===== src/rtl/opb_regbank_ppc2simulink_pkg.sv =====
`default_nettype none
// ============================================================================
// Module   : opb_regbank_ppc2simulink_pkg
// Brief    : Shared FSM encodings, commit-register location and byte-lane merge.
// Revision : 1.0 - initial release
// ============================================================================
package opb_regbank_ppc2simulink_pkg;

  localparam logic [1:0] c_st_idle = 2'd0;
  localparam logic [1:0] c_st_ack  = 2'd1;
  localparam logic [1:0] c_st_hold = 2'd2;

  localparam logic [5:0] c_commit_widx = 6'd63;
  // Commit bit in OPB big-endian numbering (DBus[31] is the LSB)
  localparam int c_commit_bit  = 31;
  localparam int c_commit_ubit = 31 - c_commit_bit;
  localparam int c_commit_lane = c_commit_ubit / 8;

  typedef struct packed {
    logic [5:0]  widx;
    logic        rnw;
    logic [3:0]  be;
    logic [31:0] data;
    logic        err;
  } beat_t;

  // be[i] enables user byte i (bits 8i+7:8i)
  function automatic logic [31:0] be_merge(input logic [31:0] cur,
                                           input logic [31:0] wdat,
                                           input logic [3:0]  be);
    logic [31:0] res;
    res = cur;
    for (int i = 0; i < 4; i++) begin
      if (be[i]) res[8*i +: 8] = wdat[8*i +: 8];
    end
    return res;
  endfunction

endpackage
`default_nettype wire


===== src/rtl/opb_regbank_ppc2simulink_if.sv =====
`default_nettype none
// ============================================================================
// Module   : opb_regbank_ppc2simulink_if
// Brief    : OPB slave-side bus bundle (big-endian bit numbering).
// Revision : 1.0 - initial release
// ============================================================================
interface opb_regbank_ppc2simulink_if #(
  parameter int C_OPB_AWIDTH = 32,
  parameter int C_OPB_DWIDTH = 32
);
  logic [0:C_OPB_AWIDTH-1]   OPB_ABus;
  logic [0:C_OPB_DWIDTH/8-1] OPB_BE;
  logic [0:C_OPB_DWIDTH-1]   OPB_DBus;
  logic                      OPB_RNW;
  logic                      OPB_select;
  logic                      OPB_seqAddr;
  logic [0:C_OPB_DWIDTH-1]   Sl_DBus;
  logic                      Sl_errAck;
  logic                      Sl_retry;
  logic                      Sl_toutSup;
  logic                      Sl_xferAck;

  modport master (
    output OPB_ABus, OPB_BE, OPB_DBus, OPB_RNW, OPB_select, OPB_seqAddr,
    input  Sl_DBus, Sl_errAck, Sl_retry, Sl_toutSup, Sl_xferAck
  );

  modport slave (
    input  OPB_ABus, OPB_BE, OPB_DBus, OPB_RNW, OPB_select, OPB_seqAddr,
    output Sl_DBus, Sl_errAck, Sl_retry, Sl_toutSup, Sl_xferAck
  );
endinterface
`default_nettype wire


===== src/rtl/opb_regbank_ppc2simulink_fsm.sv =====
`default_nettype none
// ============================================================================
// Module   : opb_regbank_ppc2simulink_fsm
// Brief    : Address decode, IDLE/ACK/HOLD handshake FSM and latched bus beat.
// Revision : 1.0 - initial release
// ============================================================================
module opb_regbank_ppc2simulink_fsm
  import opb_regbank_ppc2simulink_pkg::*;
#(
  parameter logic [31:0] C_BASEADDR   = 32'h0108D500,
  parameter logic [31:0] C_HIGHADDR   = 32'h0108D5FF,
  parameter int          C_OPB_AWIDTH = 32,
  parameter int          C_OPB_DWIDTH = 32,
  parameter int          C_N_REGS     = 8
) (
  input  wire logic                      clk,
  input  wire logic                      rst_n,
  input  wire logic                      i_select,
  input  wire logic                      i_rnw,
  input  wire logic [0:C_OPB_AWIDTH-1]   i_abus,
  input  wire logic [0:C_OPB_DWIDTH/8-1] i_be,
  input  wire logic [0:C_OPB_DWIDTH-1]   i_dbus,
  output logic                           o_xfer_ack,
  output logic                           o_err_ack,
  output logic                           o_wr_en,
  output logic                           o_rd_en,
  output logic [5:0]                     o_widx,
  output logic [3:0]                     o_be,
  output logic [31:0]                    o_data
);

  logic [1:0] r_state;
  logic [1:0] w_next;
  beat_t      r_beat;
  logic       w_hit;
  logic [5:0] w_widx;
  logic       w_err;

  assign w_hit  = i_select && (i_abus >= C_BASEADDR) && (i_abus <= C_HIGHADDR);
  assign w_widx = i_abus[C_OPB_AWIDTH-8 : C_OPB_AWIDTH-3];
  // Word 63 is the commit register and never an error, even with 63 user regs
  assign w_err  = (w_widx >= 6'(C_N_REGS)) && (w_widx != c_commit_widx);

  always_ff @(posedge clk or negedge rst_n) begin
    if (!rst_n) r_state <= c_st_idle;
    else        r_state <= w_next;
  end

  always_comb begin
    w_next = r_state;
    case (r_state)
      c_st_idle: if (w_hit) w_next = c_st_ack;
      c_st_ack:  w_next = c_st_hold;
      c_st_hold: if (!i_select) w_next = c_st_idle;
      default:   w_next = c_st_idle;
    endcase
  end

  always_comb begin
    o_xfer_ack = (r_state == c_st_ack);
    o_err_ack  = o_xfer_ack && r_beat.err;
    o_wr_en    = o_xfer_ack && !r_beat.rnw && !r_beat.err;
    o_rd_en    = o_xfer_ack &&  r_beat.rnw && !r_beat.err;
    o_widx     = r_beat.widx;
    o_be       = r_beat.be;
    o_data     = r_beat.data;
  end

  // Bit-reversing assignment: OPB bit 0 lands in user bit 31
  always_ff @(posedge clk or negedge rst_n) begin
    if (!rst_n) begin
      r_beat <= '0;
    end else if ((r_state == c_st_idle) && w_hit) begin
      r_beat.widx <= w_widx;
      r_beat.rnw  <= i_rnw;
      r_beat.be   <= i_be;
      r_beat.data <= i_dbus;
      r_beat.err  <= w_err;
    end
  end

endmodule
`default_nettype wire


===== src/rtl/opb_regbank_ppc2simulink.sv =====
`default_nettype none
// ============================================================================
// Module   : opb_regbank_ppc2simulink
// Brief    : OPB register bank with byte-enable writes, readback, update strobes
//            and optional shadow/commit for atomic multi-register updates.
// Revision : 1.0 - initial release
// ============================================================================
module opb_regbank_ppc2simulink
  import opb_regbank_ppc2simulink_pkg::*;
#(
  parameter logic [31:0] C_BASEADDR   = 32'h0108D500,
  parameter logic [31:0] C_HIGHADDR   = 32'h0108D5FF,
  parameter int          C_OPB_AWIDTH = 32,
  parameter int          C_OPB_DWIDTH = 32,
  parameter int          C_N_REGS     = 8,
  parameter int          C_SHADOW     = 1,
  parameter logic [31:0] C_RESET_VAL  = 32'h00000000
) (
  input  wire logic                  OPB_Clk,
  input  wire logic                  OPB_Rst_n,
  opb_regbank_ppc2simulink_if.slave  opb,
  output logic [32*C_N_REGS-1:0]     user_data_out,
  output logic [C_N_REGS-1:0]        user_upd_stb
);

  logic        w_xfer_ack;
  logic        w_err_ack;
  logic        w_wr_en;
  logic        w_rd_en;
  logic [5:0]  w_widx;
  logic [3:0]  w_be;
  logic [31:0] w_data;
  logic [31:0] w_rdata;
  logic        w_unused_seq;

  logic [31:0] r_out [C_N_REGS];
  logic [31:0] w_src [C_N_REGS];
  logic        r_stb [C_N_REGS];

  opb_regbank_ppc2simulink_fsm #(
    .C_BASEADDR   (C_BASEADDR),
    .C_HIGHADDR   (C_HIGHADDR),
    .C_OPB_AWIDTH (C_OPB_AWIDTH),
    .C_OPB_DWIDTH (C_OPB_DWIDTH),
    .C_N_REGS     (C_N_REGS)
  ) u_fsm (
    .clk        (OPB_Clk),
    .rst_n      (OPB_Rst_n),
    .i_select   (opb.OPB_select),
    .i_rnw      (opb.OPB_RNW),
    .i_abus     (opb.OPB_ABus),
    .i_be       (opb.OPB_BE),
    .i_dbus     (opb.OPB_DBus),
    .o_xfer_ack (w_xfer_ack),
    .o_err_ack  (w_err_ack),
    .o_wr_en    (w_wr_en),
    .o_rd_en    (w_rd_en),
    .o_widx     (w_widx),
    .o_be       (w_be),
    .o_data     (w_data)
  );

  // Every beat is treated as a single transfer
  assign w_unused_seq = opb.OPB_seqAddr;

  generate
    if (C_SHADOW != 0) begin : g_shadow
      logic [31:0] r_shadow [C_N_REGS];
      logic        w_commit;

      // Commit needs the byte lane holding the commit bit enabled
      assign w_commit = w_wr_en && (w_widx == c_commit_widx) &&
                        w_be[c_commit_lane] && w_data[c_commit_ubit];

      for (genvar k = 0; k < C_N_REGS; k++) begin : g_reg
        always_ff @(posedge OPB_Clk or negedge OPB_Rst_n) begin
          if (!OPB_Rst_n) begin
            r_shadow[k] <= C_RESET_VAL;
            r_out[k]    <= C_RESET_VAL;
            r_stb[k]    <= 1'b0;
          end else begin
            if (w_wr_en && (w_widx == 6'(k)))
              r_shadow[k] <= be_merge(r_shadow[k], w_data, w_be);
            if (w_commit)
              r_out[k] <= r_shadow[k];
            r_stb[k] <= w_commit;
          end
        end
        assign w_src[k] = r_shadow[k];
      end
    end else begin : g_direct
      for (genvar k = 0; k < C_N_REGS; k++) begin : g_reg
        always_ff @(posedge OPB_Clk or negedge OPB_Rst_n) begin
          if (!OPB_Rst_n) begin
            r_out[k] <= C_RESET_VAL;
            r_stb[k] <= 1'b0;
          end else begin
            if (w_wr_en && (w_widx == 6'(k)))
              r_out[k] <= be_merge(r_out[k], w_data, w_be);
            r_stb[k] <= w_wr_en && (w_widx == 6'(k)) && (|w_be);
          end
        end
        assign w_src[k] = r_out[k];
      end
    end
  endgenerate

  generate
    for (genvar k = 0; k < C_N_REGS; k++) begin : g_out
      assign user_data_out[32*k +: 32] = r_out[k];
      assign user_upd_stb[k]           = r_stb[k];
    end
  endgenerate

  // Commit and out-of-range words never match a register, so they read as 0
  always_comb begin
    w_rdata = '0;
    for (int k = 0; k < C_N_REGS; k++) begin
      if (w_rd_en && (w_widx == 6'(k))) w_rdata = w_src[k];
    end
  end

  assign opb.Sl_DBus    = w_rdata;
  assign opb.Sl_xferAck = w_xfer_ack;
  assign opb.Sl_errAck  = w_err_ack;
  assign opb.Sl_retry   = 1'b0;
  assign opb.Sl_toutSup = 1'b0;

endmodule
`default_nettype wire


===== src/flat_wrapper.sv =====
// flat-port wrapper written by rule: the top's interface ports become plain ports
module opb_regbank_ppc2simulink_flat import opb_regbank_ppc2simulink_pkg::*;
#(
  parameter logic [31:0] C_BASEADDR   = 32'h0108D500,
  parameter logic [31:0] C_HIGHADDR   = 32'h0108D5FF,
  parameter int          C_OPB_AWIDTH = 32,
  parameter int          C_OPB_DWIDTH = 32,
  parameter int          C_N_REGS     = 8,
  parameter int          C_SHADOW     = 1,
  parameter logic [31:0] C_RESET_VAL  = 32'h00000000
)
  (OPB_Clk, OPB_Rst_n, user_data_out, user_upd_stb, opb_OPB_ABus, opb_OPB_BE, opb_OPB_DBus, opb_OPB_RNW, opb_OPB_select, opb_OPB_seqAddr, opb_Sl_DBus, opb_Sl_errAck, opb_Sl_retry, opb_Sl_toutSup, opb_Sl_xferAck);
  opb_regbank_ppc2simulink_if #(.C_OPB_AWIDTH(C_OPB_AWIDTH), .C_OPB_DWIDTH(C_OPB_DWIDTH)) opb_i ();
  input  wire logic OPB_Clk;
  input  wire logic OPB_Rst_n;
  output logic [32*C_N_REGS-1:0] user_data_out;
  output logic [C_N_REGS-1:0] user_upd_stb;
  input wire logic [$bits(opb_i.OPB_ABus)-1:0] opb_OPB_ABus;
  input wire logic [$bits(opb_i.OPB_BE)-1:0] opb_OPB_BE;
  input wire logic [$bits(opb_i.OPB_DBus)-1:0] opb_OPB_DBus;
  input wire logic [$bits(opb_i.OPB_RNW)-1:0] opb_OPB_RNW;
  input wire logic [$bits(opb_i.OPB_select)-1:0] opb_OPB_select;
  input wire logic [$bits(opb_i.OPB_seqAddr)-1:0] opb_OPB_seqAddr;
  output wire logic [$bits(opb_i.Sl_DBus)-1:0] opb_Sl_DBus;
  output wire logic [$bits(opb_i.Sl_errAck)-1:0] opb_Sl_errAck;
  output wire logic [$bits(opb_i.Sl_retry)-1:0] opb_Sl_retry;
  output wire logic [$bits(opb_i.Sl_toutSup)-1:0] opb_Sl_toutSup;
  output wire logic [$bits(opb_i.Sl_xferAck)-1:0] opb_Sl_xferAck;
  assign opb_i.OPB_ABus = opb_OPB_ABus;
  assign opb_i.OPB_BE = opb_OPB_BE;
  assign opb_i.OPB_DBus = opb_OPB_DBus;
  assign opb_i.OPB_RNW = opb_OPB_RNW;
  assign opb_i.OPB_select = opb_OPB_select;
  assign opb_i.OPB_seqAddr = opb_OPB_seqAddr;
  assign opb_Sl_DBus = opb_i.Sl_DBus;
  assign opb_Sl_errAck = opb_i.Sl_errAck;
  assign opb_Sl_retry = opb_i.Sl_retry;
  assign opb_Sl_toutSup = opb_i.Sl_toutSup;
  assign opb_Sl_xferAck = opb_i.Sl_xferAck;
  opb_regbank_ppc2simulink #(.C_BASEADDR(C_BASEADDR), .C_HIGHADDR(C_HIGHADDR), .C_OPB_AWIDTH(C_OPB_AWIDTH), .C_OPB_DWIDTH(C_OPB_DWIDTH), .C_N_REGS(C_N_REGS), .C_SHADOW(C_SHADOW), .C_RESET_VAL(C_RESET_VAL)) u_core (.OPB_Clk(OPB_Clk), .OPB_Rst_n(OPB_Rst_n), .opb(opb_i), .user_data_out(user_data_out), .user_upd_stb(user_upd_stb));
endmodule

===== config.mk =====
export PLATFORM = sky130hd
export DESIGN_NAME = opb_regbank_ppc2simulink_flat
export DESIGN_NICKNAME = d
export VERILOG_FILES = /design/src/rtl/opb_regbank_ppc2simulink_pkg.sv /design/src/rtl/opb_regbank_ppc2simulink_if.sv /design/src/rtl/opb_regbank_ppc2simulink_fsm.sv /design/src/rtl/opb_regbank_ppc2simulink.sv /design/src/flat_wrapper.sv
export SDC_FILE = /design/constraint.sdc
export NUM_CORES = 1
export LEC_CHECK = 0
export BUFFER_PORTS_ARGS = -buffer_cell sky130_fd_sc_hd__buf_2
export CAP_MARGIN = 10
export CORE_AREA = 2 2 220 222
export DETAILED_ROUTE_END_ITERATION = 7
export DIE_AREA = 0 0 222 224
export HOLD_SLACK_MARGIN = 0.02
export PLACE_DENSITY = 0.73
export SLEW_MARGIN = 30
export SYNTH_ARGS = -nofsm -noshare
export SYNTH_HDL_FRONTEND = slang
export SYNTH_HIERARCHICAL = 1
export SYNTH_SLANG_ARGS = --single-unit

===== constraint.sdc =====
create_clock -name OPB_Clk -period 2.9 [get_ports OPB_Clk]
set_clock_uncertainty 0.2 [all_clocks]
set_input_delay 0.435 -clock OPB_Clk [delete_from_list [all_inputs] [get_ports OPB_Clk]]
set_output_delay 0.435 -clock OPB_Clk [all_outputs]
set_load 0.02 [all_outputs]

Word level (Yosys, flattened, before mapping)
Index checks and enable logic that the tools add are counted.

storage, ports and cells
  word-level logic and storage cells = 139
  output and inout bits = 300
  bits in registers = 559
  input bits = 73

operators by class
  reductions and logical operators = 65
  magnitude comparators = 3
  equal/unequal tests = 13
  muxes and demuxes = 11

operators with widths
  kind                                                                  count
  two-way mux 32 bit                                                    8
  AND reduction 2 bit                                                   33
  greater-or-equal comparator 32 x 25 -> 1 bit (second input constant)  1
  <= comparator 32 x 25 -> 1 bit (second input constant)                1
  logical AND 1 bit                                                     28
  equality test 6 x 3 -> 1 bit (second input constant)                  4
  equality test 6 x 2 -> 1 bit (second input constant)                  2
  equality test 6 x 1 -> 1 bit (second input constant)                  1
  equality test 6 bit (second input constant)                           1
  greater-or-equal comparator 6 x 4 -> 1 bit (second input constant)    1
  logical NOT 6 bit                                                     1
  inequality test 6 bit (second input constant)                         1
  case mux 2 bit (3 select lines)                                       1
  two-way mux 2 bit                                                     2
  inequality test 2 bit (second input constant)                         2
  equality test 2 x 1 -> 1 bit (second input constant)                  1
  equality test 2 bit (second input constant)                           1
  logical NOT 1 bit                                                     2
  logical NOT 2 bit                                                     1

Depth between registers and ports, before layout
  word-level depth = 12
  gate-level depth with buffers = 9
  gate-level depth less buffers = 6

Hierarchy
Netlist, hierarchy kept.

modules (own cells, without submodules)
  module                        cells each  sequential area each (um2)  area an instance (um2)  instances
  opb_regbank_ppc2simulink      1534        12837.3                     21687.0                 1
  opb_regbank_ppc2simulink_fsm  165         1151.1                      2213.4                  1

Worst setup path before layout
OpenSTA, ideal clock, no wires.

  path kind = reg-to-output
  from = reg u_core.u_fsm.r_state[1]
  to = out opb_Sl_DBus[10]
  setup slack = -0.397 ns
  buffers on the path = 2
  required time = 2.265 ns
  arrival time = 2.662 ns
  cell stages (with the launch flop) = 9
  cells stage by stage = dfrtp_1 -> nor2b_1 -> and3_1 -> or4b_4 -> or3_1 -> buf_6 -> buf_6 -> a2111oi_2 -> o31a_1

on the way
  longest elaborated chain between the ends = 12
  elaborated cells on any way between the ends = 19
  classes of those cells = 1 x eq/ne; 8 x mux; 10 x reduce/logical

RTL lines
  item                                line                                text
  start: declaration                  opb_regbank_ppc2simulink_fsm.sv:32  logic [1:0] r_state;
  start signal: assignment            opb_regbank_ppc2simulink_fsm.sv:45  if (!rst_n) r_state <= c_st_idle;
  start signal: assignment            opb_regbank_ppc2simulink_fsm.sv:46  else r_state <= w_next;
  equality test 2 x 1 -> 1 bit (*)    opb_regbank_ppc2simulink_fsm.sv:60  o_xfer_ack = (r_state == c_st_ack);
  named net opb_Sl_xferAck            flat_wrapper.sv:28                  output wire logic [$bits(opb_i.Sl_xferAck)-1:0] opb_Sl_xferAck;
  logical AND 1 bit (*) (2 in a row)  opb_regbank_ppc2simulink_fsm.sv:63  o_rd_en = o_xfer_ack && r_beat.rnw && !r_beat.err;
  named net u_core.w_rd_en            opb_regbank_ppc2simulink.sv:29      logic w_rd_en;
  logical AND 1 bit                   opb_regbank_ppc2simulink.sv:119     if (w_rd_en && (w_widx == 6'(k))) w_rdata = w_src[k];
  two-way mux 32 bit (7 in a row)     opb_regbank_ppc2simulink.sv:119
  two-way mux 32 bit (*)              opb_regbank_ppc2simulink.sv:119
  end: declaration                    flat_wrapper.sv:24                  output wire logic [$bits(opb_i.Sl_DBus)-1:0] opb_Sl_DBus;

The timed path passes the listed nets; every way through them passes the cells marked *.

Worst setup path after layout
  from = reg u_core.u_fsm.r_state[1]
  to = out opb_Sl_DBus[23]

on the way
  longest elaborated chain between the ends = 12
  elaborated cells on any way between the ends = 19
  classes of those cells = 1 x eq/ne; 8 x mux; 10 x reduce/logical

RTL lines
  item                                line
  equality test 2 x 1 -> 1 bit (*)    opb_regbank_ppc2simulink_fsm.sv:60
  logical AND 1 bit (*) (2 in a row)  opb_regbank_ppc2simulink_fsm.sv:63
  named net u_core.w_rd_en            opb_regbank_ppc2simulink.sv:29
  logical AND 1 bit                   opb_regbank_ppc2simulink.sv:119
  two-way mux 32 bit (7 in a row)     opb_regbank_ppc2simulink.sv:119
  two-way mux 32 bit (*)              opb_regbank_ppc2simulink.sv:119

Marks and branches as above.

==> impl_metrics.py <==
metrics = {
    "critical_path": {
        "crit_fanout": 5,
        "critical_path_buf_inv_count": 2,
        "worst_path_dominant_cell_family": "simple AND/OR/NAND/NOR gates",
        "worstSetupPathType": "reg -> out",
        "crit_path_cell_trace": "nor2b_4 > and3_4 > or4b_4 > or3_4 > buf_8 > a2111oi_4 > o31a_1 > buf_6",
        "timing.rr.start": "u_core/u_fsm/r_state[1]$_DFFE_PN0P_",
        "critical_path.max_stage_delay_ns": 0.46,
        "crit_arrival_ns": 3.12,
        "worst_setup_path_start_kind": "register",
        "setup.worst_path.end_class": "output port",
        "r2r_end": "u_core/g_shadow.r_shadow[217]$_DFFE_PN0P_",
        "critPathSlowestCell": "sky130_fd_sc_hd__or4b_4",
        "reg2reg_depth": 10,
        "ff2ff_setup_slack_ns": 0.06,
        "crit_required_ns": 2.27,
    },
    "global_route": {
        "number_of_antenna_violations_at_the_first_check_in_global_routing": 0,
        "wire_length_of_the_first_global_routing_pass_mm": 107,
        "pin_count_of_the_biggest_net_entering_global_routing": 86,
        "first_global_vias": 17264,
        "groute.usage.overall": 0.283,
        "gr-total-overflow": 0,
    },
    "min_path": {
        "hold_class": "in -> reg",
        "hold_depth": 4,
        "whs_endpoint": "u_core/u_fsm/r_beat[0]$_DFFE_PN0P_",
        "hold_path_startpoint": "opb_OPB_ABus[14]",
    },
    "timing": {
        "achievable-frequency_mhz": 266,
        "max_slew.worst_pin.slew_ns": 0.646,
        "period_share": 1.30,
        "relative_slew_slack": 0.569,
        "setup_viol": 32,
        "min_period_ns": 3.76,
        "setup_ws_ns": -0.857,
        "max_slew_violation_count": 0,
        "rsz0062_at_grt": "yes",
        "timing.setup.tns_ns": -24.13,
        "final_hold_viol_count": 0,
    },
    "route": {
        "first_iter_violations": 1352,
        "drt_drc_violations_left": 0,
        "final_antenna_net_count": 0,
        "vias_per_cell": 5.86,
        "postRouteWirelength_mm": 71.1,
        "wl_per_cell_um": 25.2,
        "first_pass_iters": 8,
        "vias": 16501,
    },
    "logic_synthesis": {
        "syn_area_per_cell_um2": 14.1,
        "yosys.area_share.simple": 0.0517,
        "synth_enable_flop_cells": 0,
        "netlist_instances": 1699,
        "syn_area_um2": 23900,
        "synth_top_family_by_area": "multiplexers",
        "yosys_warnings": 6,
        "synth_async_sr_flop_share": 1.00,
        "dominantRegCellSynth": "sky130_fd_sc_hd__dfrtp_1",
        "synth.mux.area_fraction": 0.275,
        "synth.lib_cells_used.distinct": 49,
        "synth_sequential_area_ratio": 0.585,
        "synth_fa_ha_area_frac": 0,
        "synthXorXnorAreaFrac": 0,
        "synth_compound_area_frac": 0.0541,
        "synth.ff_latch_count": 559,
    },
    "clock_tree": {
        "cts_htree_levels": 2,
        "cts_buffers": 58,
        "clock_path_buffers": 3,
        "clk-insertion-delay-late_ns": 0.63,
        "cts_root_buffer": "sky130_fd_sc_hd__clkbuf_16",
        "cts_num_sinks": 559,
        "clk_pin_slew_ns": 0.06,
        "tritoncts": "built",
    },
    "place": {
        "gpl.final_weighted_congestion": 0.906,
        "io_buffers": 369,
        "numPlacedInstances": 2646,
        "detailedPlacementHpwl_mm": 47.1,
    },
    "cells_and_area": {
        "synthesis_to_finish_area_growth_pct": 26.9,
        "instances_no_fill": 2816,
        "final-seq-area_um2": 14000,
        "nets": 2225,
        "multi_input_comb_area_um2": 9620,
        "diodes": 0,
        "drive_gt1_frac": 0.566,
        "num-fill-cells": 3468,
    },
    "power": {
        "ir_drop_v": 0.000496,
        "power.density_nw_per_um2": 538,
        "power_uw": 16300,
        "p_leak_uw": 0.0155,
    },
    "run": {
        "cap_viol_max_count": 0,
    },
    "run_status": {
        "violations": "setup timing",
        "run_status": "complete, but fails checks",
    },
    "floorplan": {
        "fp.coreArea_um2": 47300,
        "initial_utilization": 0.505,
        "std_cell_rows": 80,
        "design.portCount": 373,
        "die_height_um": 224,
        "dieWidth_um": 222,
        "full_die_area_um2": 49700,
    },
}
## worst max path at each step
stage                                        start         endpoint  slack (ns)  cells after the start
2_1_floorplan  u_core/u_fsm/r_state[1]$_DFFE_PN0P_  opb_Sl_DBus[10]       -0.16                      8
3_3_place_gp   u_core/u_fsm/r_state[1]$_DFFE_PN0P_   opb_Sl_DBus[5]       -0.45                      8
3_5_place_dp   u_core/u_fsm/r_state[1]$_DFFE_PN0P_   opb_Sl_DBus[5]       -0.50                      8
4_1_cts        u_core/u_fsm/r_state[1]$_DFFE_PN0P_  opb_Sl_DBus[23]       -0.90                      8
5_1_grt        u_core/u_fsm/r_state[1]$_DFFE_PN0P_  opb_Sl_DBus[30]       -0.93                      8
6_report       u_core/u_fsm/r_state[1]$_DFFE_PN0P_  opb_Sl_DBus[23]       -0.86                      8
## synthesized netlist by cell type, types with 8 or more instances
| cell | number | area, um^2 |
|---|---|---|
| sky130_fd_sc_hd__nand2b_1 | 32 | 200 |
| sky130_fd_sc_hd__clkbuf_1 | 39 | 146 |
| sky130_fd_sc_hd__nor2_1 | 50 | 188 |
| sky130_fd_sc_hd__dfrtp_1 | 559 | 14000 |
| sky130_fd_sc_hd__or2_2 | 15 | 93.8 |
| sky130_fd_sc_hd__a2111oi_2 | 8 | 120 |
| sky130_fd_sc_hd__o31a_1 | 16 | 140 |
| sky130_fd_sc_hd__a22oi_1 | 16 | 120 |
| sky130_fd_sc_hd__mux2_2 | 581 | 6540 |
| sky130_fd_sc_hd__a2111oi_0 | 8 | 70.1 |
| sky130_fd_sc_hd__nor3_1 | 8 | 40.0 |
| sky130_fd_sc_hd__buf_2 | 36 | 180 |
| sky130_fd_sc_hd__o21ai_0 | 17 | 85.1 |
| sky130_fd_sc_hd__o22ai_1 | 34 | 213 |
| sky130_fd_sc_hd__a21oi_1 | 31 | 155 |
| sky130_fd_sc_hd__nand2_1 | 97 | 364 |
| sky130_fd_sc_hd__a222oi_1 | 14 | 140 |
| sky130_fd_sc_hd__buf_4 | 51 | 383 |
| sky130_fd_sc_hd__a221oi_1 | 18 | 158 |
## flip-flops by register name (all words and copies together), names as in the netlist
signal                    cells
u_core/g_shadow.r_shadow    256
u_core/u_fsm/o_be             4
u_core/u_fsm/o_widx           6
u_core/user_data_out        256
u_core/u_fsm/r_state          2
u_core/user_upd_stb           1
u_core/u_fsm/o_data          32
u_core/u_fsm/r_beat           2
## cells in the final DEF, fill, tap and decap left out, types with 3 or more instances in the layout
cell type	n
sky130_fd_sc_hd__a222oi_1	14
sky130_fd_sc_hd__nand4_1	4
sky130_fd_sc_hd__mux2_2	581
sky130_fd_sc_hd__a22oi_1	16
sky130_fd_sc_hd__dfrtp_2	3
sky130_fd_sc_hd__nand3_1	6
sky130_fd_sc_hd__or2_2	15
sky130_fd_sc_hd__bufinv_16	12
sky130_fd_sc_hd__a221oi_2	4
sky130_fd_sc_hd__nor2_4	4
sky130_fd_sc_hd__nor3_1	5
sky130_fd_sc_hd__nand2_1	93
sky130_fd_sc_hd__buf_12	27
sky130_fd_sc_hd__clkbuf_16	59
sky130_fd_sc_hd__a2111oi_4	17
sky130_fd_sc_hd__clkbuf_1	10
sky130_fd_sc_hd__nor4b_4	3
sky130_fd_sc_hd__o31a_1	16
sky130_fd_sc_hd__o22ai_1	22
sky130_fd_sc_hd__dfrtp_1	556
sky130_fd_sc_hd__nand2b_1	32
sky130_fd_sc_hd__o21ai_0	17
sky130_fd_sc_hd__a21oi_1	31
sky130_fd_sc_hd__clkinv_2	13
sky130_fd_sc_hd__buf_8	4
sky130_fd_sc_hd__nand2_2	4
sky130_fd_sc_hd__clkbuf_8	10
sky130_fd_sc_hd__nor2b_1	4
sky130_fd_sc_hd__nor2_1	49
sky130_fd_sc_hd__a221oi_1	12
sky130_fd_sc_hd__buf_6	34
sky130_fd_sc_hd__buf_4	78
sky130_fd_sc_hd__dlygate4sd3_1	47
sky130_fd_sc_hd__o22ai_2	12
sky130_fd_sc_hd__buf_2	336
sky130_fd_sc_hd__nor4b_1	3
## metrics by stage
step           area, um^2   util  hold slack (ns)  setup slack, ns
5_1_grt             30300  0.641            0.130           -0.931
4_1_cts             30100  0.635           0.0658           -0.904
3_5_place_dp        27100  0.572            0.261           -0.498
2_1_floorplan       24100      -          -0.0606           -0.155
3_3_place_gp        27100  0.572            0.257           -0.450
6_report            30300  0.641            0.142           -0.857
## worst min-delay path: stages
cell and delay, ns:
sky130_fd_sc_hd__buf_2 0.10, sky130_fd_sc_hd__nand4_1 0.15, sky130_fd_sc_hd__or3_1 0.14, sky130_fd_sc_hd__o32ai_1 0.09
## power breakdown
group          total, uW  switching (uW)  internal [uW]
logic                296             196            101
clock network       8220            3190           5030
registers           7800        0.000415           7800
total              16300            3390          12900
## kinds of logic after synthesis
kind of cell / after synthesis
multiplexers: 583
flip-flops: 559
AND/OR/NAND/NOR: 245
other: 1
buffers and inverters: 140
AO/OA/AOI/OAI: 171
## final cells by class
| class | instances | area share |
|---|---|---|
| Inverter | 3 | 0.000371 |
| Sequential cell | 559 | 0.461 |
| Clock inverter | 31 | 0.0167 |
| Clock buffer | 78 | 0.0536 |
| Timing Repair Buffer | 529 | 0.125 |
| Multi-Input combinational cell | 1001 | 0.317 |
| Tap cell | 615 | 0.0254 |
## what timing repair did
item | CTS | global route
hold buffers | 47 | 0
cloned | 2 | 1
buffers inserted | 8 | 3
setup endpoints to repair | 32 | 67
pin swaps | 31 | 23
resized for setup | 67 | 44
endpoints found under the hold margin | 104 | 0
## metal layers
metal,track usage,part of all wire
met1,0.368,0.41
met2,0.470,0.49
met3,0.0623,0.070
met4,0.104,0.034
met5,0,0
Power figures use the tool's default switching activity.
